<file path="config.mk">
export PLATFORM = sky130hd
export DESIGN_NAME = conv_pass_scheduler
export DESIGN_NICKNAME = d
export VERILOG_FILES = /design/src/rtl/conv_sched_pkg.sv /design/src/rtl/conv_sched_watchdog.sv /design/src/rtl/conv_pass_scheduler.sv
export SDC_FILE = /design/constraint.sdc
export NUM_CORES = 1
export LEC_CHECK = 0
export ABC_AREA = 1
export CAP_MARGIN = 0
export CORE_ASPECT_RATIO = 1.4
export CORE_MARGIN = 2
export CORE_UTILIZATION = 40
export CTS_BUF_LIST = sky130_fd_sc_hd__clkbuf_16
export CTS_CLUSTER_SIZE = 12
export DETAILED_ROUTE_END_ITERATION = 10
export DONT_BUFFER_PORTS = 1
export GPL_ROUTABILITY_DRIVEN = 0
export PLACE_DENSITY = 0.52
export SETUP_SLACK_MARGIN = 0.15
export SKIP_LAST_GASP = 1
export SYNTH_ARGS = -nofsm -noshare
export SYNTH_HDL_FRONTEND = slang
export SYNTH_SLANG_ARGS = --single-unit
</file>
<file path="constraint.sdc">
create_clock -name clk -period 1.9 [get_ports clk]
set_clock_uncertainty 0.05 [all_clocks]
set_input_delay 0.285 -clock clk [delete_from_list [all_inputs] [get_ports clk]]
set_output_delay 0.285 -clock clk [all_outputs]
set_load 0.02 [all_outputs]
</file>
<file path="src/rtl/conv_sched_pkg.sv">
// Shared types and defaults for the conv pass scheduler and its watchdog.
package conv_sched_pkg;

  // Job sequencing states.
  typedef enum logic [2:0] {
    IDLE     = 3'd0,
    WAIT_IMG = 3'd1,
    RUN      = 3'd2,
    DONE     = 3'd3,
    ERROR    = 3'd4
  } sched_state_e;

  // Default geometry: 28x28 image, 5x5 kernel -> 24 output columns.
  localparam int DEF_OUT_COLS       = 24;
  localparam int DEF_MAX_PASSES     = 16;
  localparam int DEF_ADDR_W         = 12;
  localparam int DEF_TIMEOUT_CYCLES = 4096;

  // Width of a counter that must be able to hold the value max_value itself.
  function automatic int cnt_width(input int max_value);
    return (max_value < 2) ? 1 : $clog2(max_value + 1);
  endfunction

endpackage

</file>
<file path="src/rtl/conv_sched_watchdog.sv">
// Stall watchdog: saturating cycle counter, cleared on activity, that flags
// the cycle on which it would reach TIMEOUT so the caller can react on the
// same clock edge the count completes.
module conv_sched_watchdog
  import conv_sched_pkg::*;
#(
  parameter int TIMEOUT = DEF_TIMEOUT_CYCLES
) (
  input  logic clk,
  input  logic rst,
  input  logic clr_i,
  input  logic inc_i,
  output logic expire_o
);

  localparam int CW = cnt_width(TIMEOUT);
  localparam logic [CW-1:0] CNT_MAX  = CW'(TIMEOUT);
  localparam logic [CW-1:0] CNT_LAST = CW'(TIMEOUT - 1);

  logic [CW-1:0] cnt_q, cnt_d;

  // Next count: clear wins, otherwise count up and hold at TIMEOUT.
  always_comb begin
    cnt_d = cnt_q;
    if (clr_i) begin
      cnt_d = '0;
    end else if (inc_i && (cnt_q != CNT_MAX)) begin
      cnt_d = cnt_q + CW'(1);
    end
  end

  // Expiry is signalled while the final counted cycle is in progress.
  assign expire_o = inc_i && !clr_i && (cnt_q == CNT_LAST);

  // Counter register.
  always_ff @(posedge clk) begin
    if (rst) begin
      cnt_q <= '0;
    end else begin
      cnt_q <= cnt_d;
    end
  end

endmodule

</file>
<file path="src/rtl/conv_pass_scheduler.sv">
// Conv pass scheduler: runs the conv core once per image pass, handshaking
// image banks with the PS loader, generating per-pass BRAM base addresses,
// tagging output columns for writeback and supervising completion.
module conv_pass_scheduler
  import conv_sched_pkg::*;
#(
  parameter int OUT_COLS       = DEF_OUT_COLS,
  parameter int MAX_PASSES     = DEF_MAX_PASSES,
  parameter int ADDR_W         = DEF_ADDR_W,
  parameter int TIMEOUT_CYCLES = DEF_TIMEOUT_CYCLES
) (
  input  logic                            clk,
  input  logic                            rst,
  input  logic                            cmd_start,
  input  logic                            cmd_abort,
  input  logic [$clog2(MAX_PASSES+1)-1:0] cfg_num_passes,
  input  logic [ADDR_W-1:0]               cfg_base_addr,
  input  logic [ADDR_W-1:0]               cfg_pass_stride,
  input  logic                            img_valid,
  output logic                            img_ack,
  output logic                            conv_start,
  output logic                            conv_soft_rst,
  output logic [ADDR_W-1:0]               conv_base_addr,
  input  logic                            conv_valid_col,
  input  logic                            conv_done,
  output logic                            col_we,
  output logic [$clog2(OUT_COLS)-1:0]     col_idx,
  output logic [$clog2(MAX_PASSES)-1:0]   pass_idx,
  output logic                            busy,
  output logic                            job_done,
  output logic                            err_timeout,
  output logic                            err_col_count
);

  localparam int NP_W = cnt_width(MAX_PASSES);
  localparam int CC_W = cnt_width(OUT_COLS);
  localparam int CI_W = $clog2(OUT_COLS);
  localparam int PI_W = $clog2(MAX_PASSES);
  localparam logic [CC_W-1:0] COLS_FULL = CC_W'(OUT_COLS);

  sched_state_e      state_q, state_d;
  logic [NP_W-1:0]   num_passes_q, num_passes_d;
  logic [NP_W-1:0]   pass_q, pass_d, pass_inc;
  logic [ADDR_W-1:0] stride_q, stride_d;
  logic [ADDR_W-1:0] addr_q, addr_d;
  logic [CC_W-1:0]   col_cnt_q, col_cnt_d;
  logic [CC_W:0]     col_final;
  logic              conv_start_q, conv_start_d;
  logic              img_ack_q, img_ack_d;
  logic              soft_rst_q, soft_rst_d;
  logic              zero_done_q, zero_done_d;
  logic              err_timeout_q, err_timeout_d;
  logic              err_col_q, err_col_d;
  logic              in_run, wd_clr, wd_expire;

  // Watchdog only runs in RUN; leaving RUN (including the WAIT_IMG->RUN
  // entry) or any core activity restarts it.
  assign in_run = (state_q == RUN);
  assign wd_clr = !in_run || conv_valid_col || conv_done;

  conv_sched_watchdog #(
    .TIMEOUT (TIMEOUT_CYCLES)
  ) u_watchdog (
    .clk      (clk),
    .rst      (rst),
    .clr_i    (wd_clr),
    .inc_i    (in_run),
    .expire_o (wd_expire)
  );

  // Next-state and output decode; abort overrides every other event.
  always_comb begin
    state_d       = state_q;
    num_passes_d  = num_passes_q;
    pass_d        = pass_q;
    stride_d      = stride_q;
    addr_d        = addr_q;
    col_cnt_d     = col_cnt_q;
    conv_start_d  = 1'b0;
    img_ack_d     = 1'b0;
    soft_rst_d    = 1'b0;
    zero_done_d   = 1'b0;
    err_timeout_d = err_timeout_q;
    err_col_d     = err_col_q;

    pass_inc  = pass_q + NP_W'(1);
    // Columns seen this pass if the core finishes now; a column arriving
    // together with done still counts.
    col_final = {1'b0, col_cnt_q} + {{CC_W{1'b0}}, conv_valid_col};
    col_we    = in_run && conv_valid_col && (col_cnt_q < COLS_FULL);

    if (cmd_abort) begin
      state_d       = IDLE;
      soft_rst_d    = 1'b1;
      err_timeout_d = 1'b0;
      err_col_d     = 1'b0;
    end else begin
      unique case (state_q)
        IDLE: begin
          if (cmd_start) begin
            num_passes_d = cfg_num_passes;
            stride_d     = cfg_pass_stride;
            addr_d       = cfg_base_addr;
            pass_d       = '0;
            col_cnt_d    = '0;
            err_col_d    = 1'b0;
            if (cfg_num_passes == '0) begin
              zero_done_d = 1'b1;
            end else begin
              state_d = WAIT_IMG;
            end
          end
        end
        WAIT_IMG: begin
          if (img_valid) begin
            conv_start_d = 1'b1;
            col_cnt_d    = '0;
            state_d      = RUN;
          end
        end
        RUN: begin
          if (col_we) begin
            col_cnt_d = col_cnt_q + CC_W'(1);
          end
          // Strobe beyond the expected column count is dropped and flagged.
          if (conv_valid_col && !col_we) begin
            err_col_d = 1'b1;
          end
          if (conv_done) begin
            if (col_final != {1'b0, COLS_FULL}) begin
              err_col_d = 1'b1;
            end
            img_ack_d = 1'b1;
            pass_d    = pass_inc;
            if (pass_inc == num_passes_q) begin
              state_d = DONE;
            end else begin
              // Running sum equals base + pass*stride, wrapping at 2^ADDR_W.
              addr_d  = addr_q + stride_q;
              state_d = WAIT_IMG;
            end
          end else if (wd_expire) begin
            err_timeout_d = 1'b1;
            state_d       = ERROR;
          end
        end
        DONE: begin
          state_d = IDLE;
        end
        ERROR: begin
          state_d = ERROR;
        end
        default: begin
          state_d = IDLE;
        end
      endcase
    end

    img_ack        = img_ack_q;
    conv_start     = conv_start_q;
    conv_soft_rst  = soft_rst_q;
    conv_base_addr = addr_q;
    col_idx        = col_cnt_q[CI_W-1:0];
    pass_idx       = pass_q[PI_W-1:0];
    busy           = (state_q != IDLE);
    job_done       = (state_q == DONE) || zero_done_q;
    err_timeout    = err_timeout_q;
    err_col_count  = err_col_q;
  end

  // State and datapath registers.
  always_ff @(posedge clk) begin
    if (rst) begin
      state_q       <= IDLE;
      num_passes_q  <= '0;
      pass_q        <= '0;
      stride_q      <= '0;
      addr_q        <= '0;
      col_cnt_q     <= '0;
      conv_start_q  <= 1'b0;
      img_ack_q     <= 1'b0;
      soft_rst_q    <= 1'b0;
      zero_done_q   <= 1'b0;
      err_timeout_q <= 1'b0;
      err_col_q     <= 1'b0;
    end else begin
      state_q       <= state_d;
      num_passes_q  <= num_passes_d;
      pass_q        <= pass_d;
      stride_q      <= stride_d;
      addr_q        <= addr_d;
      col_cnt_q     <= col_cnt_d;
      conv_start_q  <= conv_start_d;
      img_ack_q     <= img_ack_d;
      soft_rst_q    <= soft_rst_d;
      zero_done_q   <= zero_done_d;
      err_timeout_q <= err_timeout_d;
      err_col_q     <= err_col_d;
    end
  end

endmodule

</file>
Word level (Yosys, flattened, before mapping)
Cells that the tools add are included.
- flip-flop bits (word level): 61
- bits of input ports: 36
- output and inout port bits: 29
- word-level logic and storage cells: 95
- add/subtract/negate cells: 5
- $lt $le $gt $ge: 1
- equal/unequal tests: 15
- mux-type cells: 26
- bitwise gates (word level): 6
- reductions and logical operators: 29
- operators by type and width (kind ; count):
    $mux W12 ; 3
    $pmux W12 S2 ; 1
    $mux W5 ; 4
    $mux W3 ; 5
    $pmux W5 S3 ; 1
    $add A13 B1 Y13 const B ; 1
    $eq A13 B12 Y1 const B ; 1
    $ne A13 B13 Y1 const B ; 1
    $add A12 B12 Y12 ; 1
    $ne A2 B2 Y1 const B ; 6
    $pmux W3 S4 ; 1
    $add A5 B1 Y5 const B ; 2
    $pmux W5 S2 ; 1
    $reduce_and A5 Y1 ; 2
    $mux W1 ; 8
    $reduce_and A4 Y1 ; 2
    $add A5 B1 Y6 ; 1
    $eq A3 B2 Y1 const B ; 2
    $logic_and A1 B1 Y1 ; 6
    $ne A6 B5 Y1 const B ; 1
    $not A1 Y1 ; 6
    $reduce_and A3 Y1 ; 2
    $reduce_bool A3 Y1 ; 2
    $reduce_or A3 Y1 ; 2
    other kinds (15) ; 20

Depth between registers and ports, before layout
Gate-level depths: netlist of the first run.
- word-level depth: 10
- gate-level depth with buffers: 13
- mapped depth without buffers: 12

Cells and area by module
Synthesis of the first run repeated with hierarchy kept, for this count alone.
- cell total of the unflattened synthesis: 596
- area total of the unflattened synthesis: 3888.7 µm²
- modules (own cells, without submodules) (module ; times used ; cells each ; area an instance (µm²) ; seq. area each (µm²)):
    conv_pass_scheduler ; 1 ; 462 ; 3040.4 ; 960.9
    conv_sched_watchdog ; 1 ; 134 ; 848.3 ; 260.2

Worst setup path after synthesis of the first run
OpenSTA, ideal clock, no wires.
- path kind: register to register
- from: register addr_q[0] (netlist: conv_base_addr[0])
- to: register addr_q[8] (netlist: conv_base_addr[8])
- setup time: 0.132 ns
- arrival time: 1.642 ns
- required time: 1.718 ns
- path slack: 0.076 ns
- stages on the path, launching flop included: 12
- path buffers: 0
- clock period less this slack: 1.824 ns
- cells stage by stage: dfxtp_1 -> ha_1 -> inv_1 -> fa_1 -> o21bai_1 -> nand2_1 -> nand2_1 -> nand2_1 -> nand3_1 -> nand2_1 -> nand2_1 -> a21oi_1
- word-level cells in the longest chain between the ends: 4
- ends and longest elaborated chain (element ; line ; text):
    start: declaration ; conv_pass_scheduler.sv:45 ; logic [ADDR_W-1:0] addr_q, addr_d;
    start signal: assignment ; conv_pass_scheduler.sv:191 ; addr_q <= addr_d;
    $add A12 B12 Y12 ; conv_pass_scheduler.sv:139 ; addr_d = addr_q + stride_q;
    $mux W12 ; conv_pass_scheduler.sv:135 ; if (pass_inc == num_passes_q) begin
    $mux W12 ; conv_pass_scheduler.sv:129 ; if (conv_done) begin
    $pmux W12 S2 ; conv_pass_scheduler.sv:98 ; unique case (state_q)
Every way passes these cells. The select of a mux whose other input is x is not followed.
A chain may end at the register's enable or synchronous reset.

Final worst setup path of the first run
- from: register pass_q[0]
- to: register addr_q[8] (netlist: conv_base_addr[8])
- word-level cells in the longest chain between the ends: 4
- ends and longest elaborated chain (element ; line ; text):
    start: declaration ; conv_pass_scheduler.sv:43 ; logic [NP_W-1:0] pass_q, pass_d, pass_inc;
    start signal: assignment ; conv_pass_scheduler.sv:189 ; pass_q <= pass_d;
    $add A5 B1 Y5 ; conv_pass_scheduler.sv:86 ; pass_inc = pass_q + NP_W'(1);
    $eq A5 B5 Y1 ; conv_pass_scheduler.sv:135 ;
    $ne A2 B2 Y1 (no line) ; - ;
    $reduce_and A5 Y1 (no line) ; - ;
Every way passes these cells.

==> flow_summary.ini, run 1 <==
[finish]
multiInputGateArea_um2 = 2177
nFillCells = 928
stdcell_count = 692
drive_gt1_frac = 0.1942
seq_area_um2 = 1235
fin_area_um2 = 4441
n_antenna_cell = 0
final_util = 0.5129
nNetsFinal = 636
synthToLayoutAreaGrowth_pct = 23.74

[place]
portBuffers = 0
placed_area_um2 = 3844
dp.cells = 672
dp_hpwl_um = 7810

[setup_path]
required_ns = 2.12
critPathMaxFanout = 6
cp.arrival_ns = 1.94
crit_type = reg -> reg
crit_path_end_kind = flip-flop
start_kind = flip-flop

[logic_synthesis]
yosys_warnings = 0
syn_area_um2 = 3588
async_reset_ff_frac = 0
synth_cell_types = 33
yosysSeqAreaShare = 0.3403
synth_enable_flop_cells = 0
syn-instance-count = 554
synthFlopType = dfxtp_1
synth_nets = 608
synth.avg_cell_area_um2 = 6.477
ys_ff_latch = 61

[flow_run]
max-cap-violations = 0

[floorplan]
die_area_um2 = 9756
rows = 40
start_util = 0.4145
die_h_um = 116.1
pin_count = 65
die_width_um = 84.05
coreArea_um2 = 8658

[detailed_routing]
vias = 3514
drc = 0
ant_nets = 0
dr.pass1.iters = 5
drt_iter0_markers = 98
wire_per_inst_um = 14.86
viasPerCell = 5.078
totalWireLength_um = 10280

[sta]
worstMarginPinSlew_ns = 0.5568
finalCriticalPeriod_ns = 1.721
rsz0062_at_grt = true
max_freq_ghz = 0.5810
max_slew_margin = 0.6276
setup_viol = 0
finalHoldViolCount = 0
fin_setup_tns_ns = 0
fin_crit_sh = 0.9059
slew_viol_final = 0

[clocking]
cts.clk_slew.worst_paths_ns = 0.06
cts_htree_levels = 3
cts_sinks = 61
cts-buffers-inserted = 9
tritoncts = yes
cts_buffer_depth = 2
cts_root_buffer = clkbuf_16
clock_latency_ns = 0.34

[pwr]
power.leakage_nw = 1.959
powerDensity_nw_per_um2 = 852.4
peakVddDrop_uv = 527.8
finalPower_mw = 3.785

[hold_path]
min_path_type = in -> reg

[global_routing]
track_usage = 0.2141
grt_busiest_layer = met2
met2_usage = 0.4132
use_met1 = 0.2209
grt_overflow = 0
antenna_found_initial = 0
grt_pass1_wl_um = 16370
grt_pass1_vias = 3420
grtUsageMet3 = 0.05271
grt_start_max_net_pins = 23

[status]
status = finished clean
final cells by class:
type                    instances  share of cell area
clock inverters                 7             0.02564
repair buffers                 32             0.06086
inverters                      75             0.06481
multi-input cells             403              0.4903
well taps                     105             0.02959
clock buffers                   9             0.05072
flip-flops and latches         61              0.2781
where the power goes:
group / switching, mW / internal, mW
logic: 0.311 / 0.203
registers: 0.0499 / 1.34
clock network: 0.609 / 1.27
cell families (layout without fill, tap and decap cells):
group                      Yosys count  count (layout)  share of synthesized area
AOI/OAI and AO/OA                   81              81                     0.1213
xor gates and xnor gates             5               5                    0.01221
adders and majority gates           18              18                    0.06485
buffers and inverters               90             123                     0.1032
DFF                                 61              61                     0.3403
and+or+nand+nor                    299             299                     0.3581
worst max-delay path, stage by stage, from the launching register on:
cell and delay (ns):
dfxtp_4 0.35, ha_4 0.27, inv_2 0.03, nand2_1 0.04
nand2_1 0.04, nor2_1 0.07, nand3_1 0.09, nor2_2 0.14
nand4_1 0.10, nand2_2 0.13, buf_6 0.14, nand2_1 0.06
a21oi_2 0.12
per-stage QoR:
step / hold WS, ns / setup WS, ns
floorplan: 0.3135 / 0.1639
global placement: 0.3096 / 0.1093
detailed placement: 0.3104 / 0.07277
CTS: 0.04340 / 0.1331
global route: 0.06074 / 0.05730
finish: 0.05010 / 0.1788
cells in the final DEF (no fill, tap or decap), types with 2 or more instances in the layout:
cell type,count
nand2_1,135
nor2_1,79
inv_1,63
dfxtp_1,52
nand3_1,34
a21oi_1,29
buf_4,26
o21ai_0,23
nand4_1,12
inv_2,10
o21ai_1,9
clkbuf_16,9
nor2_2,8
ha_1,8
dfxtp_2,8
nor3_1,7
nand2_2,6
a211oi_1,6
o21ai_2,5
ha_4,5
ha_2,4
buf_6,4
nor2_4,3
clkinvlp_4,3
nand3b_1,3
xor2_1,3
or2_2,3
a31oi_1,3
bufinv_16,3
nand2_4,2
o21bai_1,2
nand3_2,2
a21oi_2,2
xnor2_1,2
final timing paths:
check                        from           endpoint  slack (ns)  cells past startpoint
hold / removal          img_valid         conv_start        0.05                      2
setup / recovery        pass_q[0]  conv_base_addr[8]        0.18                     12
setup reg to reg        pass_q[0]  conv_base_addr[8]        0.18                     12
hold reg to reg   num_passes_q[0]    num_passes_q[0]        0.42                      2
routing by layer:
metal | up-vias | share of wire
met4 | 0 | 0.024
met5 | - | 0
met3 | 18 | 0.040
met2 | 64 | 0.55
li1 | 1834 | -
met1 | 1598 | 0.38
cell usage after synthesis, types with 7 or more instances:
| master | instances | area (um^2) |
|---|---|---|
| ha_1 | 17 | 212.7 |
| o21ai_0 | 35 | 175.2 |
| nand4_1 | 12 | 75.07 |
| nand3_1 | 36 | 180.2 |
| nand2_1 | 137 | 514.2 |
| inv_1 | 67 | 251.5 |
| nor2_1 | 84 | 315.3 |
| inv_2 | 7 | 26.28 |
| nor3_1 | 8 | 40.04 |
| a21oi_1 | 31 | 155.2 |
| dfxtp_1 | 61 | 1221 |
sequential cells by signal (all words and copies together) (netlist names):
name	count
col_idx	5
conv_base_addr	12
conv_soft_rst	1
conv_start	1
err_col_count	1
err_timeout	1
img_ack	1
num_passes_q	5
pass_q	5
state_q	3
stride_q	12
u_watchdog.cnt_q	13
zero_done_q	1
what timing repair did:
item | 4_1_cts | 5_1_grt
gates resized for setup | 15 | 50
pin swaps | 3 | 17
endpoints found under the setup margin | 31 | 45
hold endpoints to repair | 11 | 0
buffers inserted | 1 | 2
hold buffers | 1 | 0
No activity file was read; power rests on OpenSTA's default activity.
==> inputs of run 2 (changes only) <==
CTS_BUF_LIST = unset   (was sky130_fd_sc_hd__clkbuf_16)
==> run 2 against run 1 <==
Against the previous run: first-iteration DRC count is 1.0% higher; flip-flop and latch count stayed put; final cell count stayed put; non-clock buffer count stayed put; worst hold slack better by 0.0030 ns; maximum frequency hardly changed; wire length is 0.68% higher; critical path depth stayed put; die area stayed put; sequential power hardly changed; final area is 0.39% higher.
==> flow_summary.ini, run 2 (same netlist as run 1, synthesis figures left out) <==
[flow_run]
max-cap-violations = 0

[setup_path]
crit_path_end_kind = flip-flop
r2r_end = conv_base_addr[8]
reg2reg_slack_ns = 0.18
reg2reg_depth = 12
required_ns = 2.11
start_kind = flip-flop
reg2reg_from = pass_q[0]
cp.arrival_ns = 1.93
crit_type = reg -> reg
critPathMaxFanout = 6

[sta]
finalHoldViolCount = 0
max_slew_margin = 0.6300
fin_crit_sh = 0.9054
max_freq_ghz = 0.5813
slew_viol_final = 0
worstMarginPinSlew_ns = 0.5531
worst_slack_ns = 0.1798
fin_setup_tns_ns = 0
rsz0062_at_grt = true
finalCriticalPeriod_ns = 1.720
setup_viol = 0

[pwr]
peakVddDrop_uv = 527.8
finalPower_mw = 3.823
powerDensity_nw_per_um2 = 857.5
power.leakage_nw = 1.965

[global_routing]
grt_pass1_wl_um = 16340
antenna_found_initial = 0
grt_overflow = 0
grt_start_max_net_pins = 23
track_usage = 0.2132
grt_pass1_vias = 3421

[hold_path]
hold_end = conv_start
hold_depth = 2
min_path_type = in -> reg
min_from = img_valid

[clocking]
cts_sinks = 61
cts_htree_levels = 3
cts_root_buffer = clkbuf_16
cts.clk_slew.worst_paths_ns = 0.06
clock_latency_ns = 0.33
cts-buffers-inserted = 9
tritoncts = yes
cts_buffer_depth = 2

[detailed_routing]
drt_iter0_markers = 99
vias = 3525
wire_per_inst_um = 14.96
viasPerCell = 5.094
ant_nets = 0
drc = 0
totalWireLength_um = 10350
dr.pass1.iters = 4

[place]
portBuffers = 0
dp_hpwl_um = 7810
place_ws_ns = 0.07277

[finish]
layout_commonest_cell = nand2_1
top_register = u_watchdog.cnt_q
final_cell_mix = 135 x nand2_1, 79 x nor2_1, 63 x inv_1
nNetsFinal = 636
largest_reg_flops = 13
n_antenna_cell = 0
synthToLayoutAreaGrowth_pct = 24.23
drive_gt1_frac = 0.1959

[floorplan]
rows = 40
die_width_um = 84.05
die_area_um2 = 9756
coreArea_um2 = 8658
start_util = 0.4145
pin_count = 65
die_h_um = 116.1

[status]
status = finished clean
## run 2: layer usage
layer,share of wire,GRT usage
met1,0.39,0.2213
met5,0,0
met4,0.023,0.08817
met3,0.039,0.04416
met2,0.55,0.4127
## run 2: stage by stage
step	utilization	hold slack [ns]	cell area, um^2	std cells
2_1_floorplan	-	0.3135	3591	554
3_3_place_gp	0.4439	0.3096	3844	672
3_5_place_dp	0.4439	0.3104	3844	672
4_1_cts	0.4944	0.04469	4280	690
5_1_grt	0.5149	0.06516	4458	692
6_report	0.5149	0.05315	4458	692
## run 2: worst max path at each step
stage / startpoint / to / slack, ns / cells past startpoint
floorplan: conv_base_addr[0] / conv_base_addr[8] / 0.16 / 11
global placement: conv_base_addr[2] / conv_base_addr[3] / 0.11 / 8
detailed placement: conv_base_addr[2] / conv_base_addr[3] / 0.07 / 8
CTS: conv_base_addr[2] / conv_base_addr[3] / 0.13 / 8
global route: pass_q[0] / conv_base_addr[9] / 0.06 / 12
finish: pass_q[0] / conv_base_addr[8] / 0.18 / 12
## run 2: timing repair
action                     in CTS  in global routing
hold endpoints to repair       11                  0
hold buffers                    1                  0
gates resized for setup        15                 51
buffers inserted                1                  2
pin swaps                       3                 17
setup endpoints to repair      31                 45
## run 2: cell type report
cell class / instances / area, um^2
Timing Repair Buffer: 32 / 270.3
Tap cell: 105 / 131.4
Clock inverter: 6 / 110.1
Sequential cell: 61 / 1235
Inverter: 75 / 287.8
Clock buffer: 10 / 239.0
Fill cell: 925 / 4200
Multi-Input combinational cell: 403 / 2185
## run 2: worst max-delay path, cell delays in order (launching register included)
cell     delay, ns
dfxtp_4       0.35
ha_4          0.27
inv_2         0.03
nand2_1       0.04
nand2_1       0.04
nor2_1        0.07
nand3_1       0.09
nor2_2        0.14
nand4_1       0.10
nand2_2       0.13
buf_6         0.14
nand2_1       0.06
a21oi_2       0.13
## run 2: power breakdown
group | leakage [nW] | switching [mW] | internal (mW) | total, mW
logic | 1.30 | 0.312 | 0.203 | 0.515
registers | 0.502 | 0.0502 | 1.34 | 1.39
clock network | 0.165 | 0.604 | 1.31 | 1.92
total | 1.97 | 0.967 | 2.86 | 3.82
